==> src/rtl/d_cmp_pkg.sv <==
// Shared codes for the sequential decode-stage operand comparator.
package d_cmp_pkg;

  // Compare mode: operand pairing and signedness.
  typedef enum logic [1:0] {
    MODE_UNS    = 2'b00,  // unsigned A:B
    MODE_SGN    = 2'b01,  // signed A:B
    MODE_SGN_Z  = 2'b10,  // signed A:0
    MODE_UNS_Z  = 2'b11   // unsigned A:0
  } mode_e;

  // Branch condition evaluated against the compare result.
  typedef enum logic [2:0] {
    COND_EQ  = 3'b000,
    COND_NE  = 3'b001,
    COND_LEZ = 3'b010,
    COND_GTZ = 3'b011,
    COND_LTZ = 3'b100,
    COND_GEZ = 3'b101,
    COND_NV0 = 3'b110,
    COND_NV1 = 3'b111
  } cond_e;

  // Three-way compare codes; 2'b11 is never produced.
  localparam logic [1:0] CMP_EQ = 2'b00;
  localparam logic [1:0] CMP_GT = 2'b01;
  localparam logic [1:0] CMP_LT = 2'b10;

  typedef enum logic [1:0] {
    ST_IDLE = 2'b00,
    ST_RUN  = 2'b01,
    ST_DONE = 2'b10
  } state_e;

  // Branch-taken decision for a condition code and a compare result.
  function automatic logic branch_taken(input logic [2:0] cond, input logic [1:0] res);
    logic tk;
    tk = 1'b0;
    case (cond)
      COND_EQ:  tk = (res == CMP_EQ);
      COND_NE:  tk = (res != CMP_EQ);
      COND_LEZ: tk = (res != CMP_GT);
      COND_GTZ: tk = (res == CMP_GT);
      COND_LTZ: tk = (res == CMP_LT);
      COND_GEZ: tk = (res != CMP_LT);
      default:  tk = 1'b0;
    endcase
    return tk;
  endfunction

endpackage

==> src/rtl/d_cmp_chunk.sv <==
// Combinational unsigned compare of one CHUNK-bit slice.
module d_cmp_chunk
  import d_cmp_pkg::*;
#(
  parameter int CHUNK = 8
) (
  input  logic [CHUNK-1:0] a_i,
  input  logic [CHUNK-1:0] b_i,
  output logic             eq_o,
  output logic             gt_o
);

  // Equality and unsigned greater-than of the two slices.
  always_comb begin
    eq_o = (a_i == b_i);
    gt_o = (a_i > b_i);
  end

endmodule

==> src/rtl/d_cmp_seq.sv <==
// Multi-cycle operand comparator: walks the operands MSB chunk first,
// stops at the first differing chunk, and registers the compare code
// together with the branch-taken flag for the latched condition.
module d_cmp_seq
  import d_cmp_pkg::*;
#(
  parameter int WIDTH = 32,
  parameter int CHUNK = 8
) (
  input  logic             clk,
  input  logic             reset,
  input  logic             start,
  input  logic [WIDTH-1:0] a,
  input  logic [WIDTH-1:0] b,
  input  logic [1:0]       mode,
  input  logic [2:0]       cond,
  output logic             busy,
  output logic             done,
  output logic [1:0]       result,
  output logic             taken
);

  localparam int STEPS = WIDTH / CHUNK;
  localparam int IDX_W = (STEPS > 1) ? $clog2(STEPS) : 1;

  if ((CHUNK <= 0) || (WIDTH % CHUNK != 0)) begin : g_bad_chunk
    $error("d_cmp_seq: CHUNK must be positive and divide WIDTH");
  end

  state_e             state_q, state_d;
  logic [IDX_W-1:0]   idx_q, idx_d;
  logic [WIDTH-1:0]   opa_q, opa_d;
  logic [WIDTH-1:0]   opb_q, opb_d;
  logic [2:0]         cond_q, cond_d;
  logic [1:0]         result_q, result_d;
  logic               taken_q, taken_d;

  logic [CHUNK-1:0]   ch_a, ch_b;
  logic               ch_eq, ch_gt;

  // Select the chunk currently under examination.
  always_comb begin
    ch_a = opa_q[int'(idx_q)*CHUNK +: CHUNK];
    ch_b = opb_q[int'(idx_q)*CHUNK +: CHUNK];
  end

  d_cmp_chunk #(
    .CHUNK (CHUNK)
  ) u_chunk (
    .a_i  (ch_a),
    .b_i  (ch_b),
    .eq_o (ch_eq),
    .gt_o (ch_gt)
  );

  // Next-state logic: accept, chunk walk with early exit, result capture.
  always_comb begin
    state_d  = state_q;
    idx_d    = idx_q;
    opa_d    = opa_q;
    opb_d    = opb_q;
    cond_d   = cond_q;
    result_d = result_q;
    taken_d  = taken_q;
    case (state_q)
      ST_IDLE, ST_DONE: begin
        if (start) begin
          opa_d = a;
          opb_d = mode[1] ? '0 : b;
          // Flipping the sign bit of both operands maps two's complement
          // order onto unsigned order, so the chunk walk stays unsigned.
          if ((mode == MODE_SGN) || (mode == MODE_SGN_Z)) begin
            opa_d[WIDTH-1] = ~opa_d[WIDTH-1];
            opb_d[WIDTH-1] = ~opb_d[WIDTH-1];
          end
          cond_d  = cond;
          idx_d   = IDX_W'(STEPS - 1);
          state_d = ST_RUN;
        end else begin
          state_d = ST_IDLE;
        end
      end
      ST_RUN: begin
        if (!ch_eq) begin
          result_d = ch_gt ? CMP_GT : CMP_LT;
          taken_d  = branch_taken(cond_q, result_d);
          state_d  = ST_DONE;
        end else if (idx_q == '0) begin
          result_d = CMP_EQ;
          taken_d  = branch_taken(cond_q, CMP_EQ);
          state_d  = ST_DONE;
        end else begin
          idx_d = idx_q - IDX_W'(1);
        end
      end
      default: state_d = ST_IDLE;
    endcase
  end

  // State, operand and result registers with asynchronous clear.
  always_ff @(posedge clk or negedge reset) begin
    if (!reset) begin
      state_q  <= ST_IDLE;
      idx_q    <= '0;
      opa_q    <= '0;
      opb_q    <= '0;
      cond_q   <= '0;
      result_q <= CMP_EQ;
      taken_q  <= 1'b0;
    end else begin
      state_q  <= state_d;
      idx_q    <= idx_d;
      opa_q    <= opa_d;
      opb_q    <= opb_d;
      cond_q   <= cond_d;
      result_q <= result_d;
      taken_q  <= taken_d;
    end
  end

  // Handshake and result outputs decoded from registered state.
  always_comb begin
    busy   = (state_q == ST_RUN);
    done   = (state_q == ST_DONE);
    result = result_q;
    taken  = taken_q;
  end

endmodule

==> config.mk <==
export PLATFORM = sky130hd
export DESIGN_NAME = d_cmp_seq
export DESIGN_NICKNAME = d
export VERILOG_FILES = /design/src/rtl/d_cmp_pkg.sv /design/src/rtl/d_cmp_chunk.sv /design/src/rtl/d_cmp_seq.sv
export SDC_FILE = /design/constraint.sdc
export NUM_CORES = 1
export LEC_CHECK = 0
export ABC_AREA = 1
export BUFFER_PORTS_ARGS = -buffer_cell sky130_fd_sc_hd__buf_2
export CAP_MARGIN = 20
export CORE_MARGIN = 2
export CORE_UTILIZATION = 49
export DETAILED_ROUTE_END_ITERATION = 12
export PLACE_DENSITY_LB_ADDON = 0.08
export RECOVER_POWER = 50
export SYNTH_ARGS = -nofsm -noshare
export SYNTH_HDL_FRONTEND = slang
export SYNTH_SLANG_ARGS = --single-unit
==> constraint.sdc <==
create_clock -name clk -period 2 [get_ports clk]
set_clock_uncertainty 0.05 [all_clocks]
set_input_delay 0.2 -clock clk [delete_from_list [all_inputs] [get_ports clk]]
set_output_delay 0.2 -clock clk [all_outputs]
set_load 0.03 [all_outputs]
==> flow_metrics.tcl, run 1 <==
set metrics [dict create \
    cts.htree.levels 3 \
    timing.critical_path.required_ns 2.21 \
    worst_hold_path.endpoint "opa_q[28]" \
    cts-root-to-sink-buffers 2 \
    synthesis.area_per_instance_sq_um 8.02 \
    leakagePower_nw 2.45 \
    drt_iter0_drc 135 \
    post-synth-top-area-fraction_pct 51.7 \
    rows 31 \
    wl_met2_um 4150 \
    hold_path_depth 3 \
    clk_pin_slew_ns 0.07 \
    post_synthesis_async_set_or_reset_flop_share_pct 100 \
    synth_enable_flop_cells 0 \
    finalCriticalPeriod_ns 2.25 \
    violated_checks "setup timing" \
    cts_buffers 9 \
    timing_worst_setup_path_type "reg -> reg" \
    yosysWarnings 0 \
    netlist_instances 447 \
    globalRoute.totalOverflow 0 \
    maxCapViolCount 0 \
    route.detailed.drc 0 \
    initial_antenna_violation_count 0 \
    result_of_the_run "finished, violations left" \
    final-hold-violation-count 0 \
    r2r_slack_ns -0.25 \
    crit-reg2reg-launch "idx_q[0]" \
    insertion_delay_ns 0.34 \
    fmax_ghz 0.444 \
    diodes 0 \
    postLayoutSetupSlackWorst_ns -0.253 \
    most_used_standard_cell_by_instance_count_after_synthesis "sky130_fd_sc_hd__nand2_1" \
    pin_count_of_the_biggest_net_entering_global_routing 75 \
    worstReg2RegEnd "idx_q[1]" \
    number_of_max_slew_violations_in_the_final_report 0 \
    r2r_cells 12 \
    final_min_period_over_clock_period_pct 113 \
    ys_top_cells_by_count "160 x sky130_fd_sc_hd__nand2_1, 74 x sky130_fd_sc_hd__dfrtp_1, 66 x sky130_fd_sc_hd__o21ai_0" \
    synth_fp_nets 528 \
    fp.dieW_um 89.5 \
    totalNegativeSetupSlack_ns -1.13 \
    grt_util_all_layers_pct 23.5 \
    start_kind "flop" \
    placement_stage_worst_setup_slack_ns -0.245 \
    maxUsedRoutingLayer "met4" \
    netlist_top_cells_area "sky130_fd_sc_hd__dfrtp_1 52%, sky130_fd_sc_hd__nand2_1 17%, sky130_fd_sc_hd__o21ai_0 9.2%, sky130_fd_sc_hd__ha_1 3.1%, sky130_fd_sc_hd__a21oi_1 3.1%" \
    route.vias.total 3287 \
    tightestPinTransition_ns 1.02 \
    chipHeight_um 89.5 \
    end_kind "flop" \
    post_route_cells_drive_above_1_share_pct 31.3 \
    clock_root_buffer_master "sky130_fd_sc_hd__clkbuf_8" \
    synth_seq_cells 74 \
    route.layer.met1.wl_um 4320 \
    synthDominantAreaCellType "sky130_fd_sc_hd__dfrtp_1" \
    min-delay-path-class "in -> reg" \
    placeableCoreArea_sq_um 7180 \
    drt-vias-per-instance 4.99 \
    layout.nets 636 \
    total_power_draw_mw 4.07 \
    mappedNetlistArea_sq_um 3580 \
    worst_hold_slack_ns 0.00990 \
    place.gp.congestion 0.850 \
    synthToLayoutAreaGrowth_pct 36.6 \
    cts.sinks 74 \
    synth_flop_cell "sky130_fd_sc_hd__dfrtp_1" \
    detail_route.wirelength_um 8940 \
    detailed_place_hpwl_um 5800 \
    grt_first_pass_wirelength_um 14200 \
    cp_data_arrival_time_ns 2.46 \
    drtPass1Iterations 4 \
    vias_in_the_first_global_route 2999 \
    critical_path.max_fanout 17 \
    tritoncts_clock_tree "done" \
    drtAntennaViolNets 0 \
    max-vdd-ir-drop_v 0.000478 \
    synth_seq_area_share_pct 51.7 \
    design.die.area_sq_um 8020 \
    drt_wl_cell_um 13.6 \
    port_buffers 76 \
    min-delay-start "a[28]" \
    detail_route_met3_wl_um 345 \
    timing.max_slew.rel_slack_pct 32.3 \
    timing.final.setup_violations 7 \
    grt_setup_unrepaired "true" \
    pin_count 77 \
    initial_utilization_pct 50.0 \
    post_synth_num_cell_types 25 \
    power_per_cell_area_nw_per_um2 831 \
]
[what timing repair did]
| action | in CTS | in global routing |
|---|---|---|
| setup buffers | 4 | 1 |
| endpoints found under the hold margin | 95 | 0 |
| endpoints found under the setup margin | 6 | 7 |
| resized for setup | 31 | 61 |
| pin swaps | 17 | 22 |
| cloned | 2 | 1 |
| hold buffers | 22 | 0 |
[power by group]
part	internal (mW)	switching (mW)	leakage, nW
combinational	0.446	0.589	1.42
clock	0.638	0.547	0.105
sequential	1.70	0.142	0.925
[placed cells by master, fill, tap and decap left out, drive strengths merged]
cell           n
nor2          27
bufinv         1
o22ai          8
inv           28
buf           97
dlygate4sd3   22
dfrtp         74
nand4          1
o31ai          1
o21ai         66
a21oi         23
a32o           1
nand2        164
clkinvlp       1
xnor2          1
ha             9
xor2           2
a21o           1
or2            1
clkinv         3
clkbuf        13
nand3         16
[logic make-up (layout without fill, tap and decap cells)]
| logic type | count (synthesis) | count (layout) | share of synthesized area [%] |
|---|---|---|---|
| and+or+nand+nor | 209 | 209 | 24.0 |
| AOI/OAI and AO/OA | 100 | 100 | 14.6 |
| DFF | 74 | 74 | 51.7 |
| buffers and inverters | 52 | 165 | 5.86 |
| adders and majority gates | 9 | 9 | 3.14 |
| xor gates and xnor gates | 3 | 3 | 0.733 |
[worst max-delay path, stage by stage (launching register included)]
cell and delay (ns):
sky130_fd_sc_hd__dfrtp_2 0.51, sky130_fd_sc_hd__buf_6 0.17, sky130_fd_sc_hd__inv_8 0.10, sky130_fd_sc_hd__buf_4 0.12, sky130_fd_sc_hd__nand2_1 0.04, sky130_fd_sc_hd__a32o_1 0.22
sky130_fd_sc_hd__ha_1 0.33, sky130_fd_sc_hd__nand4_4 0.14, sky130_fd_sc_hd__nor2_4 0.17, sky130_fd_sc_hd__nand2_2 0.07, sky130_fd_sc_hd__nand2_2 0.09, sky130_fd_sc_hd__nor2_1 0.05
sky130_fd_sc_hd__a21oi_1 0.12
[registers in the layout (all words and copies together), names as in the netlist]
name and flops:
cond_q 3, result 2, taken 1, idx_q 2, state_q 2, opb_q 32
opa_q 32
[worst max path at each step]
stage                   from        to  slack, ns  depth (start not counted)
global placement    idx_q[0]     taken      -0.18                         16
floorplan           idx_q[0]  idx_q[1]     0.0009                         13
detailed placement  idx_q[0]     taken      -0.24                         13
global route        idx_q[0]     taken      -0.37                         16
finish              idx_q[0]  idx_q[1]      -0.25                         12
CTS                 idx_q[0]  idx_q[0]      -0.18                         13
[final cells by class]
type / count / area [sq um]
fill: 587 / 2280
sequential: 74 / 1850
multi-input combinational: 321 / 1760
timing repair buffer: 121 / 843
clock buffer: 11 / 151
tap: 99 / 124
inverter: 28 / 115
clock inverter: 5 / 52.6
[routing by layer]
layer  track usage [%]  up-vias
li1                  -     1663
met2              36.4       73
met3              2.86        8
met1              34.0     1543
met5                 0        -
met4              8.28        0
[metrics by stage]
stage | cells | instance area, sq um | util (%)
global route | 659 | 4900 | 68.2
detailed placement | 615 | 4140 | 57.7
finish | 659 | 4900 | 68.2
CTS | 659 | 4720 | 65.8
floorplan | 447 | 3590 | -
global placement | 615 | 4140 | 57.7
Power figures use the tool's default switching activity.
==> run 2: changes to the inputs <==
--- a/config.mk
+++ b/config.mk
@@ -13,6 +13,7 @@
 export DETAILED_ROUTE_END_ITERATION = 12
 export PLACE_DENSITY_LB_ADDON = 0.08
 export RECOVER_POWER = 50
+export SKIP_LAST_GASP = 1
 export SYNTH_ARGS = -nofsm -noshare
 export SYNTH_HDL_FRONTEND = slang
 export SYNTH_SLANG_ARGS = --single-unit
==> flow_metrics.tcl, run 2 (synthesis results as in run 1) <==
set metrics [dict create \
    result_of_the_run "finished, violations left" \
    violated_checks "setup timing" \
    place.gp.congestion 0.850 \
    diodes 0 \
    layout.nets 638 \
    port_buffers 76 \
    end_kind "flop" \
    pin_count_of_the_biggest_net_entering_global_routing 75 \
    final_min_period_over_clock_period_pct 113 \
    largest_registers "opa_q: 32 flops, opb_q: 32 flops, cond_q: 3 flops" \
    fmax_ghz 0.441 \
    rows 31 \
    globalRoute.totalOverflow 0 \
    placeableCoreArea_sq_um 7180 \
    tightestPinTransition_ns 1.00 \
    timing.max_slew.rel_slack_pct 33.1 \
    cts.sinks 74 \
    vias_in_the_first_global_route 3003 \
    drt_iter0_drc 159 \
    clock_root_buffer_master "sky130_fd_sc_hd__clkbuf_8" \
    max-vdd-ir-drop_v 0.000472 \
    timing.final.setup_violations 7 \
    timing.critical_path.required_ns 2.21 \
    pin_count 77 \
    grt_setup_unrepaired "true" \
    drt_wl_cell_um 13.7 \
    route.detailed.drc 0 \
    detailed_place_hpwl_um 5800 \
    grt_util_all_layers_pct 23.5 \
    drt-vias-per-instance 4.94 \
    postLayoutSetupSlackWorst_ns -0.265 \
    insertion_delay_ns 0.34 \
    grt_first_pass_wirelength_um 14200 \
    cts_buffers 9 \
    design.die.area_sq_um 8020 \
    tritoncts_clock_tree "done" \
    cp_data_arrival_time_ns 2.48 \
    final_cell_mix "153 x sky130_fd_sc_hd__nand2_1, 76 x sky130_fd_sc_hd__buf_2, 73 x sky130_fd_sc_hd__dfrtp_1" \
    initial_antenna_violation_count 0 \
    min-delay-path-class "in -> reg" \
    chipHeight_um 89.5 \
    initial_utilization_pct 50.0 \
    clk_pin_slew_ns 0.07 \
    start_kind "flop" \
    final-hold-violation-count 0 \
    placement_stage_worst_setup_slack_ns -0.245 \
    number_of_max_slew_violations_in_the_final_report 0 \
    drtPass1Iterations 4 \
    critical_path.max_fanout 17 \
    cts-root-to-sink-buffers 2 \
    leakagePower_nw 2.47 \
    finalCriticalPeriod_ns 2.27 \
    post_route_cells_drive_above_1_share_pct 30.2 \
    route.vias.total 3268 \
    synthToLayoutAreaGrowth_pct 36.7 \
    final_common_cell "sky130_fd_sc_hd__nand2_1" \
    maxCapViolCount 0 \
    drtAntennaViolNets 0 \
    timing_worst_setup_path_type "reg -> reg" \
    power_per_cell_area_nw_per_um2 824 \
    cts.htree.levels 3 \
    fp.dieW_um 89.5 \
    layout.core_utilization_pct 68.3 \
    detail_route.wirelength_um 9070 \
]
==> run 2: cell types whose count changed in the layout (fill, tap and decap cells not counted), moves of 2 or more <==
cell,delta
sky130_fd_sc_hd__o21ai_0,+6
sky130_fd_sc_hd__a21oi_4,-2
sky130_fd_sc_hd__o21ai_2,-3
sky130_fd_sc_hd__buf_6,-2
sky130_fd_sc_hd__clkbuf_16,+2
sky130_fd_sc_hd__buf_4,+2
sky130_fd_sc_hd__o21ai_1,-2
sky130_fd_sc_hd__a21oi_1,+2
==> run 2: path summary, 6_finish.rpt <==
path                                  end  cells after the start     start  slack, ns
min in group asynchronous       result[0]                      3     reset       0.63
worst min-delay path            opa_q[28]                      3     a[28]       0.01
worst min register to register   opa_q[9]                      2  opa_q[9]       0.43
max in group asynchronous        idx_q[0]                      3     reset       0.58
worst max-delay path             idx_q[1]                     12  idx_q[0]      -0.27
worst max register to register   idx_q[1]                     12  idx_q[0]      -0.27
==> run 2: layout make-up <==
| type | instances | area [sq um] |
|---|---|---|
| Fill cell | 583 | 2280 |
| Sequential cell | 74 | 1850 |
| Multi-Input combinational cell | 321 | 1710 |
| Timing Repair Buffer | 123 | 893 |
| Clock buffer | 11 | 151 |
| Tap cell | 99 | 124 |
| Inverter | 28 | 115 |
| Clock inverter | 5 | 52.6 |
==> run 2: what timing repair did <==
item,4_1_cts,5_1_grt
hold buffers,22,0
setup endpoints to repair,6,7
resized for setup,28,43
setup buffers,4,0
endpoints found under the hold margin,95,0
gates cloned,2,3
pin swaps,16,12
==> run 2: critical path: stages, from the launching register on <==
cell                      delay [ns]
sky130_fd_sc_hd__dfrtp_2        0.49
sky130_fd_sc_hd__buf_4          0.19
sky130_fd_sc_hd__inv_8          0.10
sky130_fd_sc_hd__buf_4          0.12
sky130_fd_sc_hd__nand2_1        0.04
sky130_fd_sc_hd__a32o_1         0.22
sky130_fd_sc_hd__ha_1           0.33
sky130_fd_sc_hd__nand4_4        0.14
sky130_fd_sc_hd__nor2_4         0.17
sky130_fd_sc_hd__nand2_2        0.09
sky130_fd_sc_hd__nand2_4        0.08
sky130_fd_sc_hd__nor2_2         0.03
sky130_fd_sc_hd__a21oi_1        0.12
==> run 2: metrics by stage <==
step / hold slack [ns] / instances / TNS (ns) / instance area, sq um / total power [mW]
2_1_floorplan: -0.146 / 447 / 0 / 3590 / 2.39
3_3_place_gp: 0.214 / 615 / -0.697 / 4140 / 2.68
3_5_place_dp: 0.216 / 615 / -1.01 / 4140 / 2.70
4_1_cts: 0.000436 / 659 / -0.808 / 4710 / 3.97
5_1_grt: 0.0242 / 661 / -2.06 / 4900 / 4.27
6_report: 0.0126 / 661 / -1.26 / 4900 / 4.04
==> run 2: report_power, final <==
| part | internal (mW) | switching [mW] | total (mW) |
|---|---|---|---|
| Sequential | 1.70 | 0.135 | 1.84 |
| Clock | 0.638 | 0.545 | 1.18 |
| Combinational | 0.436 | 0.580 | 1.02 |
==> run 2: metal layers <==
metal | up-vias | track usage [%] | share of wire, % | routed length (um)
met5 | - | 0 | 0 | 0
met2 | 81 | 36.6 | 47 | 4260
met1 | 1512 | 34.0 | 48 | 4340
li1 | 1667 | - | - | -
met3 | 8 | 2.86 | 3.7 | 339
met4 | 0 | 8.28 | 1.4 | 125
